[src/rtl/dqsw_wl_training_ctrl.sv]
// -----------------------------------------------------------------------------
// dqsw_wl_training_ctrl
//
// Write-levelling training controller for one DDR3 byte lane's DQSW/DQSW270
// IOD. It resets the IOD delay line to tap 0, then for each tap it waits for
// the line to settle, requests one write-levelling DQS pulse, waits for the DQ
// feedback and samples it. The first tap of a run of VOTES consecutive
// "CK high" samples that follows a "CK low" sample is reported as the result.
// Running out of taps, or the IOD flagging its limit, ends in an error.
//
// Ports
//   FAB_CLK                  fabric clock, rising edge
//   ARST_N                   asynchronous active-low reset
//   TRAIN_START              start request (level), honoured in IDLE/DONE/ERR
//   TRAIN_BUSY               training in progress (LOAD .. final SAMPLE/STEP)
//   TRAIN_DONE / TRAIN_ERR   sticky result flags, cleared by the next LOAD
//   TAP_VALUE                live tap while busy, result/failing tap after
//   DELAY_LINE_LOAD          1-cycle pulse, delay line back to tap 0
//   DELAY_LINE_MOVE          1-cycle pulse, step delay line by one tap
//   DELAY_LINE_DIRECTION     1 = increment, only asserted together with MOVE
//   DELAY_LINE_OUT_OF_RANGE  IOD delay-line limit flag
//   EYE_MONITOR_CLEAR_FLAGS  1-cycle pulse issued with LOAD
//   WL_PULSE                 1-cycle request for one write-levelling DQS pulse
//   RX_DATA                  DQ feedback, both phases
// -----------------------------------------------------------------------------
module dqsw_wl_training_ctrl #(
  parameter int TAP_W         = 8,
  parameter int MAX_TAP       = 127,
  parameter int SETTLE_CYCLES = 8,
  parameter int FB_LATENCY    = 16,
  parameter int VOTES         = 3
) (
  input  logic             FAB_CLK,
  input  logic             ARST_N,
  input  logic             TRAIN_START,
  output logic             TRAIN_BUSY,
  output logic             TRAIN_DONE,
  output logic             TRAIN_ERR,
  output logic [TAP_W-1:0] TAP_VALUE,
  output logic             DELAY_LINE_LOAD,
  output logic             DELAY_LINE_MOVE,
  output logic             DELAY_LINE_DIRECTION,
  input  logic             DELAY_LINE_OUT_OF_RANGE,
  output logic             EYE_MONITOR_CLEAR_FLAGS,
  output logic             WL_PULSE,
  input  logic [1:0]       RX_DATA
);

  localparam int CNT_MAX = (SETTLE_CYCLES > FB_LATENCY) ? SETTLE_CYCLES : FB_LATENCY;
  localparam int CNT_W   = $clog2(CNT_MAX + 1);

  typedef enum logic [3:0] {
    S_IDLE    = 4'd0,
    S_LOAD    = 4'd1,
    S_SETTLE  = 4'd2,
    S_PULSE   = 4'd3,
    S_WAIT_FB = 4'd4,
    S_SAMPLE  = 4'd5,
    S_STEP    = 4'd6,
    S_DONE    = 4'd7,
    S_ERR     = 4'd8
  } state_t;

  state_t             state_q, state_d;
  logic [CNT_W-1:0]   cnt_q, cnt_d;
  logic [TAP_W-1:0]   tap_q, tap_d;
  logic               seen_zero_q, seen_zero_d;
  logic [3:0]         ones_q, ones_d;
  logic [3:0]         ones_inc_s;
  logic               fb_s;
  logic               step_ok_d;
  logic               busy_q, busy_d;
  logic               done_q, done_d;
  logic               err_q, err_d;
  logic               load_q, load_d;
  logic               move_q, move_d;
  logic               dir_q, dir_d;
  logic               clr_q, clr_d;
  logic               pulse_q, pulse_d;

  assign fb_s       = RX_DATA[1] & RX_DATA[0];
  assign ones_inc_s = ones_q + 4'd1;

  // Next-state, counter and tap/vote bookkeeping.
  always_comb begin
    state_d     = state_q;
    cnt_d       = cnt_q;
    tap_d       = tap_q;
    seen_zero_d = seen_zero_q;
    ones_d      = ones_q;
    step_ok_d   = 1'b0;
    case (state_q)
      S_IDLE: begin
        if (TRAIN_START) state_d = S_LOAD;
        else             state_d = S_IDLE;
      end
      S_LOAD: begin
        tap_d       = {TAP_W{1'b0}};
        seen_zero_d = 1'b0;
        ones_d      = 4'd0;
        cnt_d       = {CNT_W{1'b0}};
        state_d     = S_SETTLE;
      end
      S_SETTLE: begin
        if (cnt_q == CNT_W'(SETTLE_CYCLES - 1)) begin
          cnt_d   = {CNT_W{1'b0}};
          state_d = S_PULSE;
        end else begin
          cnt_d   = cnt_q + {{(CNT_W-1){1'b0}}, 1'b1};
        end
      end
      S_PULSE: begin
        cnt_d   = {CNT_W{1'b0}};
        state_d = S_WAIT_FB;
      end
      S_WAIT_FB: begin
        if (cnt_q == CNT_W'(FB_LATENCY - 1)) begin
          cnt_d   = {CNT_W{1'b0}};
          state_d = S_SAMPLE;
        end else begin
          cnt_d   = cnt_q + {{(CNT_W-1){1'b0}}, 1'b1};
        end
      end
      S_SAMPLE: begin
        // The move/no-move decision is latched here so MOVE can come straight
        // from a flop in STEP. The limit flag only changes after a move and has
        // had the whole settle/feedback window to become stable by now.
        step_ok_d = ~DELAY_LINE_OUT_OF_RANGE & (tap_q != TAP_W'(MAX_TAP));
        if (!fb_s) begin
          seen_zero_d = 1'b1;
          ones_d      = 4'd0;
          state_d     = S_STEP;
        end else if (!seen_zero_q) begin
          // Started inside the high region: keep looking for a rising edge.
          state_d     = S_STEP;
        end else if (ones_inc_s == 4'(VOTES)) begin
          // Report the first tap of the qualifying run of 1-samples.
          ones_d      = ones_inc_s;
          tap_d       = tap_q - TAP_W'(VOTES - 1);
          step_ok_d   = 1'b0;
          state_d     = S_DONE;
        end else begin
          ones_d      = ones_inc_s;
          state_d     = S_STEP;
        end
      end
      S_STEP: begin
        if (move_q) begin
          tap_d   = tap_q + {{(TAP_W-1){1'b0}}, 1'b1};
          cnt_d   = {CNT_W{1'b0}};
          state_d = S_SETTLE;
        end else begin
          state_d = S_ERR;
        end
      end
      S_DONE, S_ERR: begin
        if (TRAIN_START) state_d = S_LOAD;
        else             state_d = state_q;
      end
      default: begin
        state_d = S_IDLE;
      end
    endcase
  end

  // Output flops are loaded from the state being entered so every output is registered.
  always_comb begin
    load_d  = (state_d == S_LOAD);
    clr_d   = (state_d == S_LOAD);
    pulse_d = (state_d == S_PULSE);
    move_d  = (state_d == S_STEP) & step_ok_d;
    dir_d   = (state_d == S_STEP) & step_ok_d;
    done_d  = (state_d == S_DONE);
    err_d   = (state_d == S_ERR);
    busy_d  = (state_d != S_IDLE) & (state_d != S_DONE) & (state_d != S_ERR);
  end

  // State, counters and registered outputs.
  always_ff @(posedge FAB_CLK or negedge ARST_N) begin
    if (!ARST_N) begin
      state_q     <= S_IDLE;
      cnt_q       <= {CNT_W{1'b0}};
      tap_q       <= {TAP_W{1'b0}};
      seen_zero_q <= 1'b0;
      ones_q      <= 4'd0;
      busy_q      <= 1'b0;
      done_q      <= 1'b0;
      err_q       <= 1'b0;
      load_q      <= 1'b0;
      move_q      <= 1'b0;
      dir_q       <= 1'b0;
      clr_q       <= 1'b0;
      pulse_q     <= 1'b0;
    end else begin
      state_q     <= state_d;
      cnt_q       <= cnt_d;
      tap_q       <= tap_d;
      seen_zero_q <= seen_zero_d;
      ones_q      <= ones_d;
      busy_q      <= busy_d;
      done_q      <= done_d;
      err_q       <= err_d;
      load_q      <= load_d;
      move_q      <= move_d;
      dir_q       <= dir_d;
      clr_q       <= clr_d;
      pulse_q     <= pulse_d;
    end
  end

  assign TRAIN_BUSY              = busy_q;
  assign TRAIN_DONE              = done_q;
  assign TRAIN_ERR               = err_q;
  assign TAP_VALUE               = tap_q;
  assign DELAY_LINE_LOAD         = load_q;
  assign DELAY_LINE_MOVE         = move_q;
  assign DELAY_LINE_DIRECTION    = dir_q;
  assign EYE_MONITOR_CLEAR_FLAGS = clr_q;
  assign WL_PULSE                = pulse_q;

endmodule

[config.mk]
export PLATFORM = sky130hd
export DESIGN_NAME = dqsw_wl_training_ctrl
export DESIGN_NICKNAME = d
export VERILOG_FILES = /design/src/rtl/dqsw_wl_training_ctrl.sv
export SDC_FILE = /design/constraint.sdc
export NUM_CORES = 1
export LEC_CHECK = 0
export CELL_PAD_IN_SITES_DETAIL_PLACEMENT = 1
export CELL_PAD_IN_SITES_GLOBAL_PLACEMENT = 2
export CORE_AREA = 4 4 77 79
export DETAILED_ROUTE_END_ITERATION = 7
export DIE_AREA = 0 0 81 83
export MAX_ROUTING_LAYER = met4
export PLACE_DENSITY = 0.76
export SYNTH_ARGS = -nofsm -noshare
export SYNTH_HDL_FRONTEND = slang
export SYNTH_SLANG_ARGS = --single-unit
[constraint.sdc]
create_clock -name FAB_CLK -period 2.3 [get_ports FAB_CLK]
set_clock_uncertainty 0.05 [all_clocks]
set_input_delay 0.46 -clock FAB_CLK [delete_from_list [all_inputs] [get_ports FAB_CLK]]
set_output_delay 0.46 -clock FAB_CLK [all_outputs]
set_load 0.05 [all_outputs]
# Yosys cells after proc, flatten, opt, wreduce, memory -nomap -nowiden
# Index checks and enable logic that the tools add are counted.
dict set report classes {
  add_sub_neg 4
  eq_ne 25
  mux 27
  n_bitwise 6
  reduce_logical 11
}
# op count
set op_table {}
lappend op_table {{$mux 8} 4}
lappend op_table {{$pmux 4 s8} 1}
lappend op_table {{$eq 4x3->1 const B} 6}
lappend op_table {{$mux 4} 6}
lappend op_table {{$pmux 8 s3} 1}
lappend op_table {{$pmux 5 s4} 1}
lappend op_table {{$eq 4x2->1 const B} 4}
lappend op_table {{$mux 5} 3}
lappend op_table {{$ne 2x2->1 const B} 5}
lappend op_table {{$mux 1} 9}
lappend op_table {{$add 8x1->8 const B} 1}
lappend op_table {{$eq 4x1->1 const B} 2}
lappend op_table {{$eq 4x4->1 const B} 2}
lappend op_table {{$ne 8x7->1 const B} 1}
lappend op_table {{$pmux 4 s2} 1}
lappend op_table {{$reduce_bool 4->1} 2}
lappend op_table {{$sub 8x2->8 const B} 1}
lappend op_table {{$reduce_and 2->1} 3}
lappend op_table {{$add 5x1->5 const B} 1}
lappend op_table {{$and 1x1->1} 5}
lappend op_table {{$eq 5x3->1 const B} 1}
lappend op_table {{$eq 5x4->1 const B} 1}
lappend op_table {{$reduce_and 5->1} 1}
lappend op_table {{$add 4x1->4 const B} 1}
lappend op_table {{other kinds (9)} 10}
dict set report word_totals {
  ff_bits 28
  output_inout_bits 16
  elab_cells 84
}

# Depth between registers and ports, before layout
dict set report logic_depth {
  depth_word 9
  mapped_depth 9
  mapped_depth_nobuf 9
}

# Worst setup path after synthesis
# OpenSTA, ideal clock, no wires.
dict set report synth_path {
  path_type {register to register}
  startpoint {reg tap_q[1] (netlist: TAP_VALUE[1])}
  endpoint {reg tap_q[7] (netlist: TAP_VALUE[7])}
  setup_ps 82
  arrival_time_ps 1914
  required_time_ps 2168
  slack_ps 255
  path_stages_with_launch 8
  path_buffers 0
  path_cell_list {dfrtp_1 -> inv_1 -> ha_1 -> or3b_1 -> or3_1 -> o21ai_1 -> a21oi_1 -> a31oi_1}
}
dict set report synth_via {
  elab_chain_len 5
  elab_cells_between_ends 7
  cone_classes {add/sub: 2; mux: 5}
}
# element line
set synth_rtl {}
lappend synth_rtl {{start: declaration} 66} ;# logic [TAP_W-1:0] tap_q, tap_d;
lappend synth_rtl {{start signal: assignment} 183} ;# tap_q <= {TAP_W{1'b0}};
lappend synth_rtl {{start signal: assignment} 197} ;# tap_q <= tap_d;
lappend synth_rtl {{$sub 8x2->8} 139} ;# tap_d = tap_q - TAP_W'(VOTES - 1);
lappend synth_rtl {{$mux 8} 136} ;# end else if (ones_inc_s == 4'(VOTES)) begin
lappend synth_rtl {{$mux 8} 133} ;# end else if (!seen_zero_q) begin
lappend synth_rtl {{$mux 8} 129} ;# if (!fb_s) begin
lappend synth_rtl {{$pmux 8 s3 (*)} 92} ;# case (state_q)
# Mark *: on every way between the ends. The rest lies on a longest branch, timed or not. The select of a mux whose other input is x is not followed.
# A chain may end at the register's enable or synchronous reset.

==> results.py <==
metrics = {
    "min_path": {
        "worstHoldStart": "ones_q[3]",
        "hold_class": "flip-flop to flip-flop",
    },
    "final_layout": {
        "drive_gt1_frac": 0.0909,
        "layout.nets": 225,
        "most-common-layout-cells": "28 x dfrtp_1, 21 x clkdlybuf4s50_1, 20 x nand2_1",
        "syn_to_final_growth_pct": 17.7,
        "fin_area_um2": 2060,
        "final_common_cell": "dfrtp_1",
        "diodes": 0,
    },
    "sta": {
        "period_needed_ns": 2.13,
        "slew_headroom": 0.660,
        "rsz0062_at_grt": "false",
        "finalHoldViolations": 0,
        "tightest_slew_ns": 0.508,
        "setup_viol": 0,
        "drv_slew": 0,
        "finalSetupTns_ns": 0,
        "period_share": 0.924,
        "max_freq_ghz": 0.470,
    },
    "synth": {
        "synth_top_area_frac": 0.401,
        "netlist_instances": 191,
        "synthTopCellsByArea": "dfrtp_1 40%, ha_1 5.7%, a21oi_1 4.6%",
        "ys_seq_area_frac": 0.401,
        "yosys.area.top_type": "dfrtp_1",
        "synthFlopType": "dfrtp_1",
        "syn-cell-area_um2": 1750,
        "synth_warnings": 0,
        "synth_edf_count": 0,
        "synth.distinct_cells": 52,
        "async_reset_ff_frac": 1.00,
        "synth_seq_cells": 28,
        "syn_area_per_cell_um2": 9.15,
        "syn-num-nets": 205,
    },
    "clocking": {
        "clk-insertion-delay-late_ns": 0.27,
        "ctsHoldBuffers": 0,
        "cts_buffer_depth": 2,
        "cts_root_buffer": "clkbuf_8",
        "clk_pin_slew_ns": 0.10,
        "cts_resized": 0,
        "cts_htree_levels": 1,
        "cts_buffers": 3,
        "cts_setup_buffers": 0,
        "cts_tree": "done",
        "cts.sinks": 28,
    },
    "setup_path": {
        "crit_path_cell_trace": "clkdlybuf4s50_1",
        "cp_data_arrival_time_ns": 1.62,
        "critPathMaxStageDelay_ns": 0.86,
        "crit_required_ns": 1.79,
        "crit_path_end_kind": "output pin",
        "cp-startpoint": "DELAY_LINE_DIRECTION",
        "cp_slowest_cell": "clkdlybuf4s50_1",
        "worst_setup_path_start_kind": "flip-flop",
        "critPathMaxFanout": 6,
        "r2r-start": "cnt_q[0]",
        "criticalPathCategory": "flip-flop to output pin",
        "crit_family": "buffers and inverters",
        "crit_buf_inv": 1,
    },
    "placed_design": {
        "hpwlAfterDp_mm": 3.32,
        "gp_congestion": 0.793,
        "placed_area_um2": 2020,
        "numPortBuffers": 21,
    },
    "detailed_routing": {
        "wl_met1_mm": 2.07,
        "wl_met3_um": 133,
        "top_layer": "met4",
        "wl_met2_mm": 2.23,
        "drt-total-wl_mm": 4.46,
        "vias": 1519,
        "drtAntennaViolNets": 0,
        "drt-initial-drc-count": 53,
        "wl_per_cell_um": 15.9,
        "avgViaCountPerCell": 5.41,
        "firstDrtPassIters": 4,
        "drc_errors": 0,
    },
    "floorplanning": {
        "die_area_um2": 6720,
        "std_cell_rows": 27,
        "die_x_um": 81,
        "core_area_um2": 5340,
        "die_height_um": 83,
        "initial_utilization": 0.327,
        "ios": 22,
    },
    "grt": {
        "grt_antenna_before_repair": 0,
        "grt_max_degree": 29,
        "grt_pass1_wl_mm": 7.72,
        "grt_pass1_vias": 1574,
        "track_usage": 0.144,
        "grt_overflow_total": 0,
    },
    "power_and_ir_drop": {
        "power_density_nw_per_um2": 1210,
        "peakVddDrop_v": 0.000408,
        "leakage_nw": 0.843,
    },
    "outcome": {
        "status": "finished, final reports clean",
    },
    "job": {
        "cap_violations": 0,
    },
}
-- cell families after synthesis --
logic type	share of synthesized area
AND/OR/NAND/NOR	0.249
AO/OA/AOI/OAI	0.218
flip-flops	0.401
buffers and inverters	0.0530
adder cells (fa/ha/maj)	0.0573
XOR/XNOR	0.0100
multiplexers	0.0115
-- metal layers --
metal	vias up	track usage
li1	728	-
met4	0	0.0323
met2	21	0.232
met3	2	0.0206
met5	-	-
met1	768	0.192
-- area by class of cell --
| class | count | area (µm²) |
|---|---|---|
| Clock buffer | 3 | 41.3 |
| Fill cell | 639 | 3280 |
| Inverter | 8 | 30.0 |
| Multi-Input combinational cell | 145 | 955 |
| Sequential cell | 28 | 701 |
| Tap cell | 72 | 90.1 |
| Timing Repair Buffer | 25 | 240 |
-- Yosys cell counts (3+ instances only) --
cell / count
buf_4: 3
o21ai_1: 5
buf_2: 5
dfrtp_1: 28
and2_1: 4
nand2b_1: 3
nor2_1: 10
o21a_1: 3
inv_1: 7
ha_1: 8
a31oi_1: 7
o21ai_0: 9
nand2_1: 20
nor2b_1: 4
or3_1: 4
nand3_1: 8
a21oi_1: 16
o21ai_2: 3
o22ai_1: 4
-- worst min-delay path: stages, from the launching register on --
cell     delay (ns)
dfrtp_1        0.38
nand2_1        0.07
o21ai_2        0.05
-- state kept, by name, summed over array words and instances (netlist names) --
| name | cells |
|---|---|
| state_q | 4 |
| DELAY_LINE_DIRECTION | 1 |
| WL_PULSE | 1 |
| EYE_MONITOR_CLEAR_FLAGS | 1 |
| TRAIN_ERR | 1 |
| TAP_VALUE | 8 |
| TRAIN_DONE | 1 |
| ones_q | 4 |
| TRAIN_BUSY | 1 |
| cnt_q | 5 |
| seen_zero_q | 1 |
-- path summary, 6_finish.rpt --
check,cells after the start,endpoint,slack (ns)
worst max-delay path,1,DELAY_LINE_MOVE,0.17
worst min-delay path,2,ones_q[3],0.47
worst max register to register,9,cnt_q[2],0.26
worst min register to register,2,ones_q[3],0.47
max in group asynchronous,2,TRAIN_DONE,1.40
min in group asynchronous,2,ones_q[3],0.52
-- per-stage QoR --
step	hold WS [ns]	power, mW	utilization	setup slack, ns	std cells
floorplan	0.114	1.87	-	0.255	191
global placement	0.443	2.17	0.378	0.268	278
detailed placement	0.451	2.24	0.378	0.188	278
CTS	0.475	2.53	0.385	0.157	281
global route	0.507	2.69	0.385	0.100	281
finish	0.468	2.49	0.385	0.174	281
-- where the power goes --
group	internal [mW]	switching (mW)
combinational	0.509	0.823
clock	0.118	0.157
sequential	0.647	0.241
Note: power is estimated with default switching activity, not from simulation.
